<file path="config.mk">
export PLATFORM = sky130hd
export DESIGN_NAME = usr_seq_shifter
export DESIGN_NICKNAME = d
export VERILOG_FILES = /design/src/rtl/usr_seq_pkg.sv /design/src/rtl/usr_seq_step.sv /design/src/rtl/usr_seq_shifter.sv
export SDC_FILE = /design/constraint.sdc
export NUM_CORES = 1
export LEC_CHECK = 0
export ABC_AREA = 0
export CAP_MARGIN = 10
export CORE_MARGIN = 1
export CORE_UTILIZATION = 53
export CTS_CLUSTER_SIZE = 20
export DETAILED_ROUTE_END_ITERATION = 8
export HOLD_SLACK_MARGIN = 0.03
export PLACE_DENSITY = 0.85
export SYNTH_ARGS = -nofsm -noshare
export SYNTH_HDL_FRONTEND = slang
export SYNTH_SLANG_ARGS = --single-unit
</file>
<file path="constraint.sdc">
create_clock -name clk -period 2.65 [get_ports clk]
set_input_delay 0.3975 -clock clk [delete_from_list [all_inputs] [get_ports clk]]
set_output_delay 0.3975 -clock clk [all_outputs]
set_load 0.05 [all_outputs]
</file>
<file path="src/rtl/usr_seq_pkg.sv">
// Shared definitions for the sequenced universal shifter: op codes, FSM states, one-step helper.
// The optional abort feature is enabled by defining USR_SEQ_ABORT_EN.
package usr_seq_pkg;

  localparam logic [2:0] OP_NOP  = 3'b000;
  localparam logic [2:0] OP_LOAD = 3'b001;
  localparam logic [2:0] OP_SHR  = 3'b010;
  localparam logic [2:0] OP_SHL  = 3'b011;
  localparam logic [2:0] OP_ROR  = 3'b100;
  localparam logic [2:0] OP_ROL  = 3'b101;
  localparam logic [2:0] OP_ASR  = 3'b110;
  localparam logic [2:0] OP_CLR  = 3'b111;

  // Widest register the step helper supports; callers zero-extend into this width.
  localparam int USR_MAX_W = 64;

  typedef enum logic {
    ST_IDLE = 1'b0,
    ST_RUN  = 1'b1
  } usr_state_t;

  function automatic logic usr_is_step(input logic [2:0] op);
    return (op != OP_NOP) && (op != OP_LOAD) && (op != OP_CLR);
  endfunction

  // One bit-step on the low w bits of q; returns {out_bit, q_next}.
  function automatic logic [USR_MAX_W:0] usr_step(input logic [USR_MAX_W-1:0] q,
                                                  input int w,
                                                  input logic [2:0] op,
                                                  input logic fill);
    logic [USR_MAX_W-1:0] mask;
    logic [USR_MAX_W-1:0] msb_pos;
    logic [USR_MAX_W-1:0] qr;
    logic [USR_MAX_W-1:0] ql;
    logic [USR_MAX_W-1:0] nxt;
    logic msb;
    logic lsb;
    logic ob;
    mask = '0;
    for (int i = 0; i < USR_MAX_W; i++) mask[i] = (i < w);
    msb_pos = USR_MAX_W'(1) << (w - 1);
    msb = |(q & msb_pos);
    lsb = q[0];
    qr  = q >> 1;
    ql  = (q << 1) & mask;
    nxt = q;
    ob  = 1'b0;
    case (op)
      OP_SHR: begin nxt = qr | (fill ? msb_pos : '0); ob = lsb; end
      OP_SHL: begin nxt = ql | USR_MAX_W'(fill);      ob = msb; end
      OP_ROR: begin nxt = qr | (lsb ? msb_pos : '0);  ob = lsb; end
      OP_ROL: begin nxt = ql | USR_MAX_W'(msb);       ob = msb; end
      OP_ASR: begin nxt = qr | (msb ? msb_pos : '0);  ob = lsb; end
      default: begin nxt = q; ob = 1'b0; end
    endcase
    return {ob, nxt};
  endfunction

endpackage

</file>
<file path="src/rtl/usr_seq_step.sv">
// Combinational single bit-step of the shifter for every op code.
module usr_seq_step
  import usr_seq_pkg::*;
#(
  parameter int WIDTH = 8
) (
  input  logic [WIDTH-1:0] q,
  input  logic [2:0]       op,
  input  logic             serial_in,
  output logic [WIDTH-1:0] q_next,
  output logic             out_bit
);

  logic [USR_MAX_W:0] res;

  assign res     = usr_step(USR_MAX_W'(q), WIDTH, op, serial_in);
  assign q_next  = res[WIDTH-1:0];
  assign out_bit = res[USR_MAX_W];

  generate
    if (WIDTH < USR_MAX_W) begin : g_pad
      logic unused_hi;
      assign unused_hi = ^res[USR_MAX_W-1:WIDTH];
    end
  endgenerate

endmodule

</file>
<file path="src/rtl/usr_seq_shifter.sv">
// Multi-step universal shift register with valid/ready command interface.
// Define USR_SEQ_ABORT_EN to add the abort/aborted ports.
module usr_seq_shifter
  import usr_seq_pkg::*;
#(
  parameter int WIDTH = 8,
  parameter int CNT_W = $clog2(WIDTH) + 1
) (
  input  logic             clk,
  input  logic             rst,
  input  logic             cmd_valid,
  output logic             cmd_ready,
  input  logic [2:0]       cmd_op,
  input  logic [CNT_W-1:0] cmd_count,
  input  logic             serial_in,
  input  logic [WIDTH-1:0] parallel_in,
  output logic [WIDTH-1:0] q,
  output logic             serial_out,
  output logic             busy,
  output logic             done
`ifdef USR_SEQ_ABORT_EN
  ,
  input  logic             abort,
  output logic             aborted
`endif
);

  usr_state_t       state_reg;
  logic [CNT_W-1:0] rem_reg;
  logic [2:0]       op_reg;
  logic [WIDTH-1:0] q_reg;
  logic             so_reg;
  logic             done_reg;
  logic [2:0]       step_op;
  logic [WIDTH-1:0] step_q;
  logic             step_out;
`ifdef USR_SEQ_ABORT_EN
  logic             aborted_reg;
`endif

  // The accept edge already performs step 1, so the stepper sees the live op in IDLE.
  assign step_op = (state_reg == ST_RUN) ? op_reg : cmd_op;

  usr_seq_step #(.WIDTH(WIDTH)) u_step (
    .q         (q_reg),
    .op        (step_op),
    .serial_in (serial_in),
    .q_next    (step_q),
    .out_bit   (step_out)
  );

  always_ff @(posedge clk) begin
    if (rst) begin
      state_reg   <= ST_IDLE;
      rem_reg     <= '0;
      op_reg      <= OP_NOP;
      q_reg       <= '0;
      so_reg      <= 1'b0;
      done_reg    <= 1'b0;
`ifdef USR_SEQ_ABORT_EN
      aborted_reg <= 1'b0;
`endif
    end else begin
      done_reg    <= 1'b0;
`ifdef USR_SEQ_ABORT_EN
      aborted_reg <= 1'b0;
`endif
      case (state_reg)
        ST_IDLE: begin
          if (cmd_valid) begin
            if (usr_is_step(cmd_op) && (cmd_count != '0)) begin
              q_reg  <= step_q;
              so_reg <= step_out;
              if (cmd_count == CNT_W'(1)) begin
                done_reg <= 1'b1;
              end else begin
                state_reg <= ST_RUN;
                rem_reg   <= cmd_count - CNT_W'(1);
                op_reg    <= cmd_op;
              end
            end else begin
              done_reg <= 1'b1;
              if (cmd_op == OP_LOAD) q_reg <= parallel_in;
              else if (cmd_op == OP_CLR) q_reg <= '0;
            end
          end
        end
        ST_RUN: begin
`ifdef USR_SEQ_ABORT_EN
          if (abort) begin
            state_reg   <= ST_IDLE;
            aborted_reg <= 1'b1;
          end else
`endif
          begin
            q_reg   <= step_q;
            so_reg  <= step_out;
            rem_reg <= rem_reg - CNT_W'(1);
            if (rem_reg == CNT_W'(1)) begin
              state_reg <= ST_IDLE;
              done_reg  <= 1'b1;
            end
          end
        end
        default: state_reg <= ST_IDLE;
      endcase
    end
  end

  assign cmd_ready  = (state_reg == ST_IDLE);
  assign busy       = (state_reg == ST_RUN);
  assign q          = q_reg;
  assign serial_out = so_reg;
  assign done       = done_reg;
`ifdef USR_SEQ_ABORT_EN
  assign aborted    = aborted_reg;
`endif

endmodule
</file>
==> results of run 1 <==
==> routing by layer <==
layer / up-vias / wire length (um) / part of all wire (%) / global-route usage, %
li1: 614 / - / - / -
met1: 592 / 1453 / 45 / 38.80
met2: 64 / 1559 / 48 / 40.57
met3: 7 / 191 / 5.9 / 3.274
met4: 0 / 37 / 1.1 / 11.11
met5: - / 0 / 0 / 0
==> tightest hold or removal path, stage by stage, from the launching register on <==
cell and delay [ns]:
sky130_fd_sc_hd__dfxtp_1 0.33, sky130_fd_sc_hd__o21ai_1 0.07, sky130_fd_sc_hd__a21oi_1 0.06
==> logic make-up after synthesis <==
logic type      count (synthesis)
compound gates                 52
simple gates                   45
fa+ha+maj                       4
mux                             6
buf+inv                        15
flops                          18
xor+xnor                        4
==> cells in the final DEF (no fill, tap or decap), types with 3 or more instances in the layout <==
| master | instances |
|---|---|
| sky130_fd_sc_hd__a21oi_1 | 15 |
| sky130_fd_sc_hd__a221oi_1 | 7 |
| sky130_fd_sc_hd__a22o_1 | 6 |
| sky130_fd_sc_hd__a31oi_1 | 3 |
| sky130_fd_sc_hd__buf_4 | 4 |
| sky130_fd_sc_hd__clkbuf_4 | 3 |
| sky130_fd_sc_hd__clkdlybuf4s50_1 | 30 |
| sky130_fd_sc_hd__dfxtp_1 | 18 |
| sky130_fd_sc_hd__ha_1 | 4 |
| sky130_fd_sc_hd__inv_1 | 8 |
| sky130_fd_sc_hd__mux2i_1 | 5 |
| sky130_fd_sc_hd__nand2_1 | 11 |
| sky130_fd_sc_hd__nand3_1 | 4 |
| sky130_fd_sc_hd__nor2_1 | 8 |
| sky130_fd_sc_hd__nor3_1 | 5 |
| sky130_fd_sc_hd__nor3b_1 | 3 |
| sky130_fd_sc_hd__o21ai_1 | 4 |
==> power by group <==
part	internal, W	switching, W
clock network	0.0000839	0.0000907
logic	0.000142	0.000191
registers	0.000298	0.0000326
==> stage by stage <==
stage / hold slack, ns / total power, W / worst slack, ns
finish: 0.4978 / 0.0008373 / 0.2790
global route: 0.5448 / 0.0008763 / 0.1943
CTS: 0.5000 / 0.0008346 / 0.2846
detailed placement: 0.4855 / 0.0006638 / 0.1819
global placement: 0.4636 / 0.0006547 / 0.2635
floorplan: 0.4560 / 0.0005602 / 0.6450
==> synthesized netlist by cell type (2+ instances only) <==
cell type	number	area, um2
sky130_fd_sc_hd__nor2_1	8	30.03
sky130_fd_sc_hd__a21oi_1	15	75.07
sky130_fd_sc_hd__nor3b_1	3	22.52
sky130_fd_sc_hd__mux2i_1	5	50.05
sky130_fd_sc_hd__a221oi_1	7	61.31
sky130_fd_sc_hd__a22o_1	6	52.55
sky130_fd_sc_hd__xnor2_1	2	17.52
sky130_fd_sc_hd__buf_6	4	45.04
sky130_fd_sc_hd__ha_1	4	50.05
sky130_fd_sc_hd__o21ai_1	4	20.02
sky130_fd_sc_hd__clkbuf_1	2	7.510
sky130_fd_sc_hd__nand2_1	11	41.29
sky130_fd_sc_hd__nor3_1	5	25.02
sky130_fd_sc_hd__a32oi_1	2	17.52
sky130_fd_sc_hd__xor2_1	2	17.52
sky130_fd_sc_hd__a31oi_1	3	18.77
sky130_fd_sc_hd__and3b_1	2	17.52
sky130_fd_sc_hd__nand3_1	4	20.02
sky130_fd_sc_hd__nand2b_1	2	12.51
sky130_fd_sc_hd__dfxtp_1	18	360.4
sky130_fd_sc_hd__o21ai_0	2	10.01
sky130_fd_sc_hd__inv_1	8	30.03
sky130_fd_sc_hd__o32ai_1	2	17.52
==> worst max path at each step <==
stage | cells after the start | slack (ns) | to | from
after CTS | 2 | 0.28 | cmd_ready | busy$_SDFF_PP0_
after detailed placement | 8 | 0.18 | q[6]$_SDFFE_PP0P_ | cmd_count[0]
after global placement | 8 | 0.26 | q[3]$_SDFFE_PP0P_ | cmd_count[0]
final | 2 | 0.28 | cmd_ready | busy$_SDFF_PP0_
after global routing | 2 | 0.19 | cmd_ready | busy$_SDFF_PP0_
after floorplan | 5 | 0.65 | q[2]$_SDFFE_PP0P_ | busy$_SDFF_PP0_
==> layout make-up <==
class                   count  area [um2]  area share (%)
multi-input cells         111       825.8           50.93
flip-flops and latches     18       360.3           22.22
well taps                  28       35.03           2.160
inverters                   9       33.78           2.083
clock buffers               4       36.28           2.238
repair buffers             34       330.3           20.37
==> qor.tcl, run 1 <==
set qor(finalMaxSlewViolations) 0
set qor(first_global_vias) 1141
set qor(peak_per_stage_delay_on_the_critical_path_ns) 0.75
set qor(worst-path-buf-inv) 2
set qor(rsz0062_at_grt) {false}
set qor(critical_path.max_fanout) 15
set qor(hold_depth) 2
set qor(largest_reg_flops) 8
set qor(route.detailed.wl_per_inst_um) 15.89
set qor(yosys.area_share.simple_pct) 20.06
set qor(startpoint_type) {flop}
set qor(worst_clock_skew_ns) 0.002916
set qor(post_cts_resize_count) 0
set qor(cts_buffer_depth) 2
set qor(groute.usage.overall_pct) 27.08
set qor(floorplan.initialDensity_pct) 56.97
set qor(die_area_mm2) 0.002601
set qor(clk_transition_reported_paths_ns) 0.11
set qor(insertedDiodeCount) 0
set qor(post_layout_util_pct) 72.61
set qor(htree_levels) 1
set qor(synth_enable_flop_cells) 0
set qor(finalNetCount) 200
set qor(drtIter0Drc) 59
set qor(highest_clock_frequency_the_design_can_meet_mhz) 421.8
set qor(synth.mux.area_fraction_pct) 4.818
set qor(p_per_area_mw_per_mm2) 516.4
set qor(via_per_inst) 6.260
set qor(drc_markers) 0
set qor(dr.pass1.iters) 4
set qor(synth_fa_ha_area_share_pct) 3.933
set qor(worst_path_max_delay_cell) {sky130_fd_sc_hd__clkdlybuf4s50_1}
set qor(die-width_um) 51
set qor(synthesis.nets) 167
set qor(max_slew_margin_pct) 63.35
set qor(timing.critical_path.required_ns) 2.25
set qor(vdd.ir_drop.worst_v) 0.0003578
set qor(ff2ff_setup_slack_ns) 0.73
set qor(worst_hold_startpoint) {rem_reg[3]$_SDFFE_PP0P_}
set qor(postSynthAreaPerCell_um2) 8.837
set qor(ys_async_sr_fraction_pct) 0
set qor(place_inst) 200
set qor(drive_above_1_share_pct) 11.93
set qor(cts-root-buf) {sky130_fd_sc_hd__clkbuf_4}
set qor(final_cell_area_mm2) 0.001622
set qor(post_route_insts_no_fill) 204
set qor(placed_cell_area_mm2) 0.001585
set qor(final-setup-viol-count) 0
set qor(tightest_slew_ns) 0.5490
set qor(tritoncts_num_sinks) 18
set qor(static_power_due_to_leakage_nw) 0.5954
set qor(tritoncts) {yes}
set qor(r2r_end) {q[2]$_SDFFE_PP0P_}
set qor(dpl.hpwl_mm) 2.404
set qor(synth-seq-area-share_pct) 28.32
set qor(reg2regPathDepth) 5
set qor(clk_lat_worst_skew_ns) 0.30
set qor(timing.hold.worst.class) {reg -> reg}
set qor(fill_cell_count) 183
set qor(drt_wl_total_mm) 3.242
set qor(synth-compound-area-share_pct) 33.33
set qor(worst-setup-path-type) {reg -> out}
set qor(timing.critical_path.cells) {inv_2, clkdlybuf4s50_1}
set qor(cts_hold_buf) 0
set qor(placementRows) 17
set qor(synth_xor_area_share_pct) 2.753
set qor(ant_nets) 0
set qor(placeableCoreArea_mm2) 0.002233
set qor(worst-endpoint-arrival_ns) 1.97
set qor(antenna_found_initial) 0
set qor(globalRoute.totalOverflow) 0
set qor(grt_max_degree) 16
set qor(max_cap_viol_count) 0
set qor(setup.worst_path.end_class) {output port}
set qor(family_with_the_most_delay_on_the_worst_path) {buffers and inverters}
set qor(detailroute.via_count) 1277
set qor(grt_pass1_wl_mm) 5.306
set qor(dieHeight_um) 51
set qor(hold_violations) 0
set qor(finalCritPeriodShare_pct) 89.47
set qor(setup-tns-final_ns) 0
set qor(area.growth.synth_to_final_pct) 27.43
set qor(min_to) {rem_reg[3]$_SDFFE_PP0P_}
set qor(combinational_family_with_the_most_area_after_synthesis) {compound AO/OA/AOI/OAI gates}
set qor(netlist-cell-type-count) 46
set qor(design.portCount) 31
set qor(number_of_register_bits_inferred_by_synthesis) 18
set qor(port_buffers) 30
set qor(ys.flop_type) {sky130_fd_sc_hd__dfxtp_1}
set qor(yosysWarningCount) 0
set qor(post_layout_min_period_ns) 2.371
set qor(routability_congestion) 0.8613
set qor(cts_inserted_buffers) 3
set qor(worst_r2r_startpoint) {busy$_SDFF_PP0_}
set qor(netlist_area_mm2) 0.001272
set qor(status) {finished clean}
set qor(synth_cells) 144
set qor(cts_setup_buffers) 0
Note: power is estimated with default switching activity, not from simulation.
==> run 2, diff against run 1 <==
CORE_ASPECT_RATIO = 2   (was unset)
CORE_UTILIZATION = 30   (was 53)
PLACE_DENSITY = unset   (was 0.85)
PLACE_DENSITY_LB_ADDON = 0.12   (was unset)
RECOVER_POWER = 25   (was unset)
==> qor.tcl, run 2 (synthesis results as in run 1) <==
set qor(status) {finished clean}
set qor(max_cap_viol_count) 0
set qor(first_global_vias) 1262
set qor(swShare_pct) 36.39
set qor(p_switching_w) 0.0003273
set qor(placementRows) 33
set qor(area.growth.synth_to_final_pct) 33.04
set qor(clk_transition_reported_paths_ns) 0.07
set qor(mostFrequentLayoutCell) {sky130_fd_sc_hd__clkdlybuf4s50_1}
set qor(clk_lat_worst_skew_ns) 0.25
set qor(drt_wl_total_mm) 3.753
set qor(post_layout_min_period_ns) 2.235
set qor(placeableCoreArea_mm2) 0.004088
set qor(combinational_share_of_power_pct) 37.9
set qor(routability_congestion) 0.7898
set qor(antenna_found_initial) 0
set qor(insertedDiodeCount) 0
set qor(post_cts_resize_count) 0
set qor(grt_pass1_wl_mm) 6.009
set qor(grt_max_degree) 16
set qor(die-width_um) 48.05
set qor(cts_hold_buf) 0
set qor(ant_nets) 0
set qor(htree_levels) 1
set qor(port_buffers) 30
set qor(largest_reg_flops) 8
set qor(final_cell_area_mm2) 0.001693
set qor(max_slew_margin_pct) 63.13
set qor(worst-path-buf-inv) 3
set qor(timing.critical_path.cells) {clkdlybuf4s50_1, inv_1, ha_1, or3b_4, a31oi_4, buf_4, a221oi_1, o32ai_1}
set qor(setup.worst_path.end_class) {flop}
set qor(finalMaxSlewViolations) 0
set qor(groute.usage.overall_pct) 18.47
set qor(cts_inserted_buffers) 3
set qor(worst-setup-path-type) {in -> reg}
set qor(post_layout_util_pct) 41.41
set qor(power.internal_w) 0.0005721
set qor(dieHeight_um) 94.10
set qor(tritoncts_num_sinks) 18
set qor(placed_cell_area_mm2) 0.001638
set qor(via_per_inst) 5.489
set qor(route.detailed.wl_per_inst_um) 16.25
set qor(tightest_slew_ns) 0.5491
set qor(tritoncts) {yes}
set qor(floorplan.initialDensity_pct) 31.13
set qor(drive_above_1_share_pct) 13.41
set qor(dr.pass1.iters) 4
set qor(worst_path_max_delay_cell) {sky130_fd_sc_hd__clkdlybuf4s50_1}
set qor(drc_markers) 0
set qor(cts_buffer_depth) 2
set qor(globalRoute.totalOverflow) 0
set qor(highest_clock_frequency_the_design_can_meet_mhz) 447.4
set qor(die_area_mm2) 0.004522
set qor(critical_path.max_fanout) 14
set qor(design.portCount) 31
set qor(static_power_due_to_leakage_nw) 0.6391
set qor(cts-root-buf) {sky130_fd_sc_hd__clkbuf_8}
set qor(rsz0062_at_grt) {false}
set qor(setup-tns-final_ns) 0
set qor(timing.hold.worst.class) {reg -> reg}
set qor(worst-endpoint-arrival_ns) 2.36
set qor(finalCritPeriodShare_pct) 84.34
set qor(finalNetCount) 203
set qor(family_with_the_most_delay_on_the_worst_path) {buffers and inverters}
set qor(worst_clock_skew_ns) 0.002100
set qor(detailroute.via_count) 1268
set qor(seq_power_share_pct) 36.3
set qor(dpl.hpwl_mm) 2.987
set qor(hold_violations) 0
set qor(cts_setup_buffers) 0
set qor(vdd.ir_drop.worst_v) 0.0002705
set qor(p_per_area_mw_per_mm2) 531.3
set qor(report.power.total_w) 0.0008993
set qor(drtIter0Drc) 43
set qor(final-setup-viol-count) 0
set qor(pwr-share-clk_pct) 25.8
set qor(highest_count_cells_in_the_layout_ignoring_fill_and_taps) {23 x sky130_fd_sc_hd__clkdlybuf4s50_1, 18 x sky130_fd_sc_hd__dfxtp_1, 15 x sky130_fd_sc_hd__a21oi_1}
set qor(timing.critical_path.required_ns) 2.77
set qor(peak_per_stage_delay_on_the_critical_path_ns) 0.53
set qor(startpoint_type) {primary input}
set qor(fill_cell_count) 412
## run 2: cell types whose count changed in the layout (fill, tap and decap cells not counted)
| cell | before | now |
|---|---|---|
| sky130_fd_sc_hd__buf_4 | 4 | 7 |
| sky130_fd_sc_hd__clkbuf_4 | 3 | 0 |
| sky130_fd_sc_hd__clkbuf_8 | 1 | 4 |
| sky130_fd_sc_hd__clkdlybuf4s50_1 | 30 | 23 |
| sky130_fd_sc_hd__dlygate4sd3_1 | 0 | 7 |
## run 2: metal layers
metal | up-vias | routed length, um | global-route usage [%]
met5 | - | 0 | 0
met1 | 604 | 1374 | 19.03
li1 | 617 | - | -
met2 | 41 | 2175 | 34.12
met4 | 0 | 99 | 7.870
met3 | 6 | 103 | 1.923
## run 2: worst min-delay path, delay by kind of cell (launching register included)
kind / cells / cell delay, ns
flip-flops: 1 / 0.31
AO/OA/AOI/OAI: 2 / 0.14
## run 2: per-stage QoR
step | instances | worst slack [ns] | hold slack [ns]
2_1_floorplan | 144 | 0.6450 | 0.4560
3_3_place_gp | 227 | 0.2251 | 0.4717
3_5_place_dp | 227 | 0.2037 | 0.4948
4_1_cts | 231 | 0.4677 | 0.5052
5_1_grt | 231 | 0.3191 | 0.5236
6_report | 231 | 0.4150 | 0.5009
## run 2: worst paths after layout
check / start / end / slack (ns) / cells past startpoint
min: rem_reg[3]$_SDFFE_PP0P_ / rem_reg[3]$_SDFFE_PP0P_ / 0.50 / 2
min reg2reg: rem_reg[3]$_SDFFE_PP0P_ / rem_reg[3]$_SDFFE_PP0P_ / 0.50 / 2
max: cmd_count[0] / q[0]$_SDFFE_PP0P_ / 0.42 / 8
max reg2reg: busy$_SDFF_PP0_ / q[2]$_SDFFE_PP0P_ / 0.97 / 5
## run 2: layout make-up
type	count	area [um2]	share of cell area [%]
timing repair buffer	37	352.8	20.84
multi-input combinational	111	825.8	48.78
clock buffer	4	55.05	3.252
tap	52	65.06	3.843
sequential	18	360.3	21.29
inverter	9	33.78	1.996
## run 2: power by group through the flow
stage | combinational (W) | clock, W | sequential [W]
3_3_place_gp | 0.000342 | 0 | 0.000333
6_report | 0.000341 | 0.000232 | 0.000326
4_1_cts | 0.000347 | 0.000236 | 0.000327
2_1_floorplan | 0.000177 | 0 | 0.000383
3_5_place_dp | 0.000345 | 0 | 0.000334
5_1_grt | 0.000369 | 0.000248 | 0.000330
==> RTL edit: new RTL, flow settings as in run 1 <==
`WIDTH` is set to 8 in 2 places; all go to 4.
--- a/src/rtl/usr_seq_step.sv
+++ b/src/rtl/usr_seq_step.sv
@@ -2,7 +2,7 @@
 module usr_seq_step
   import usr_seq_pkg::*;
 #(
-  parameter int WIDTH = 8
+  parameter int WIDTH = 4
 ) (
   input  logic [WIDTH-1:0] q,
   input  logic [2:0]       op,
--- a/src/rtl/usr_seq_shifter.sv
+++ b/src/rtl/usr_seq_shifter.sv
@@ -3,7 +3,7 @@
 module usr_seq_shifter
   import usr_seq_pkg::*;
 #(
-  parameter int WIDTH = 8,
+  parameter int WIDTH = 4,
   parameter int CNT_W = $clog2(WIDTH) + 1
 ) (
   input  logic             clk,
Interface: changed (resized cmd_count, parallel_in and q); port bits go from 31 to 22. No check against the original RTL was run, so the function may have changed too.
==> RTL edit against run 1 <==
  * Largest cell class unchanged
  * Total power is 25% lower
  * Synthesized cell count is 6.3% lower
  * Combinational power is 21% lower
  * Largest power group unchanged
  * Hold slack worse by 0.0099 ns
  * Synthesized area is 12% lower
  * Routed wire length is 16% lower
  * Critical endpoint unchanged
  * Worst setup slack better by 0.15 ns
  * Sequential power is 28% lower
  * Sequential cell count is 5 lower
  * Cell area is 17% lower
  * Utilization is 4.3 points lower
==> RTL edit: results (changes against run 1) <==
{| class="wikitable"
! Metric !! Value
|-
| Setup Slack @ Placement || 0.315 ns (+0.133 ns)
|-
| Post-synth top cells || dfxtp_1 (13), nor2_1 (12), nand2_1 (11)
|-
| Count of multi-input gates || 107 (-3.6%)
|-
| Max Fanout on Critical Path || 12 (-3)
|-
| Max FFs per register || 4 (-4)
|-
| Number of violations reported at the end of detailed-routing iteration 0 || 37 (-37%)
|-
| Met1 usage || 34.7% (-4.1 points)
|-
| Clock network power || 0.127 mW (-27%)
|-
| Total wire length || 2720 µm (-16%)
|-
| Comb group || 0.263 mW (-21%)
|-
| Worst Tran Pin Value || 0.508 ns (-0.0412 ns)
|-
| Met3 routed wirelength || 149 µm (-22%)
|-
| Via count of the first global-routing pass || 1016 (-11%)
|-
| Average wire per cell in the routed design || 14.8 µm (-7.1%)
|-
| CTS sink cnt || 13 (-5)
|-
| Net Count, Synth || 154 (-7.8%)
|-
| Final HPWL DP || 2040 µm (-15%)
|-
| Fin nets || 177 (-12%)
|-
| First-pass GRT wire length || 4370 µm (-18%)
|-
| Vias after detailed routing || 1093 (-14%)
|-
| Switching power as a share of total power || 38.6% (+1.1 points)
|-
| Dpl cell area || 0.00131 mm² (-17%)
|-
| Met3 capacity usage during global routing || 6.04% (+2.8 points)
|-
| Final core occ || 68.3% (-4.3 points)
|-
| WL met2 || 1370 µm (-12%)
|-
| Repair and plain buffers || 26 (-24%)
|-
| Synth Instances || 135 (-6.3%)
|-
| Final clock skew || 0.00134 ns (-0.00158 ns)
|-
| Share of post-route cells with drive strength above 1 || 10.8% (-1.1 points)
|-
| Seq. cell area || 260 µm² (-28%)
|-
| Number of port buffers || 21 (-30%)
|-
| Multi-input gate share of total cell area || 55.6% (+4.7 points)
|-
| Sum of routed wire segments on met1 || 1170 µm (-20%)
|-
| Non-clock inverter count in the final layout || 7 (-2)
|-
| Leakage power || 0.503 nW (-16%)
|-
| Outcome || completed
|-
| VDD IR max || 0.360 mV (+0.70%)
|-
| Signal buf overhead || 18.5% (-1.9 points)
|-
| Cell row count || 16 (-1)
|-
| Reg clk slew, reported paths || 0.08 ns (-0.03 ns)
|}
## RTL edit: cell count changes in the layout (fill, tap and decap cells not counted), sizes merged, moves of 3 or more
cell,delta
clkdlybuf4s50,-9
a221oi,-6
nor2,+4
a21oi,-9
o22ai,+3
o31ai,+3
dfxtp,-5
a21boi,+4
and2,+3
a22o,-5
nand3,+3
## RTL edit: path summary, 6_finish.rpt
check	startpoint	to	slack [ns]	cells after the start
setup / recovery	busy	cmd_ready	0.43	3
setup reg to reg	busy	q[0]	0.72	6
hold / removal	rem_reg[2]	rem_reg[2]	0.49	2
hold reg to reg	rem_reg[2]	rem_reg[2]	0.49	2
## RTL edit: cell families after synthesis
group / count (synthesis) / synth area share, %
fa+ha+maj: 5 / 5.62
mux: 8 / 7.75
flops: 13 / 23.4
buf+inv: 15 / 9.66
compound gates: 42 / 27.2
xor+xnor: 3 / 2.36
simple gates: 49 / 24.0
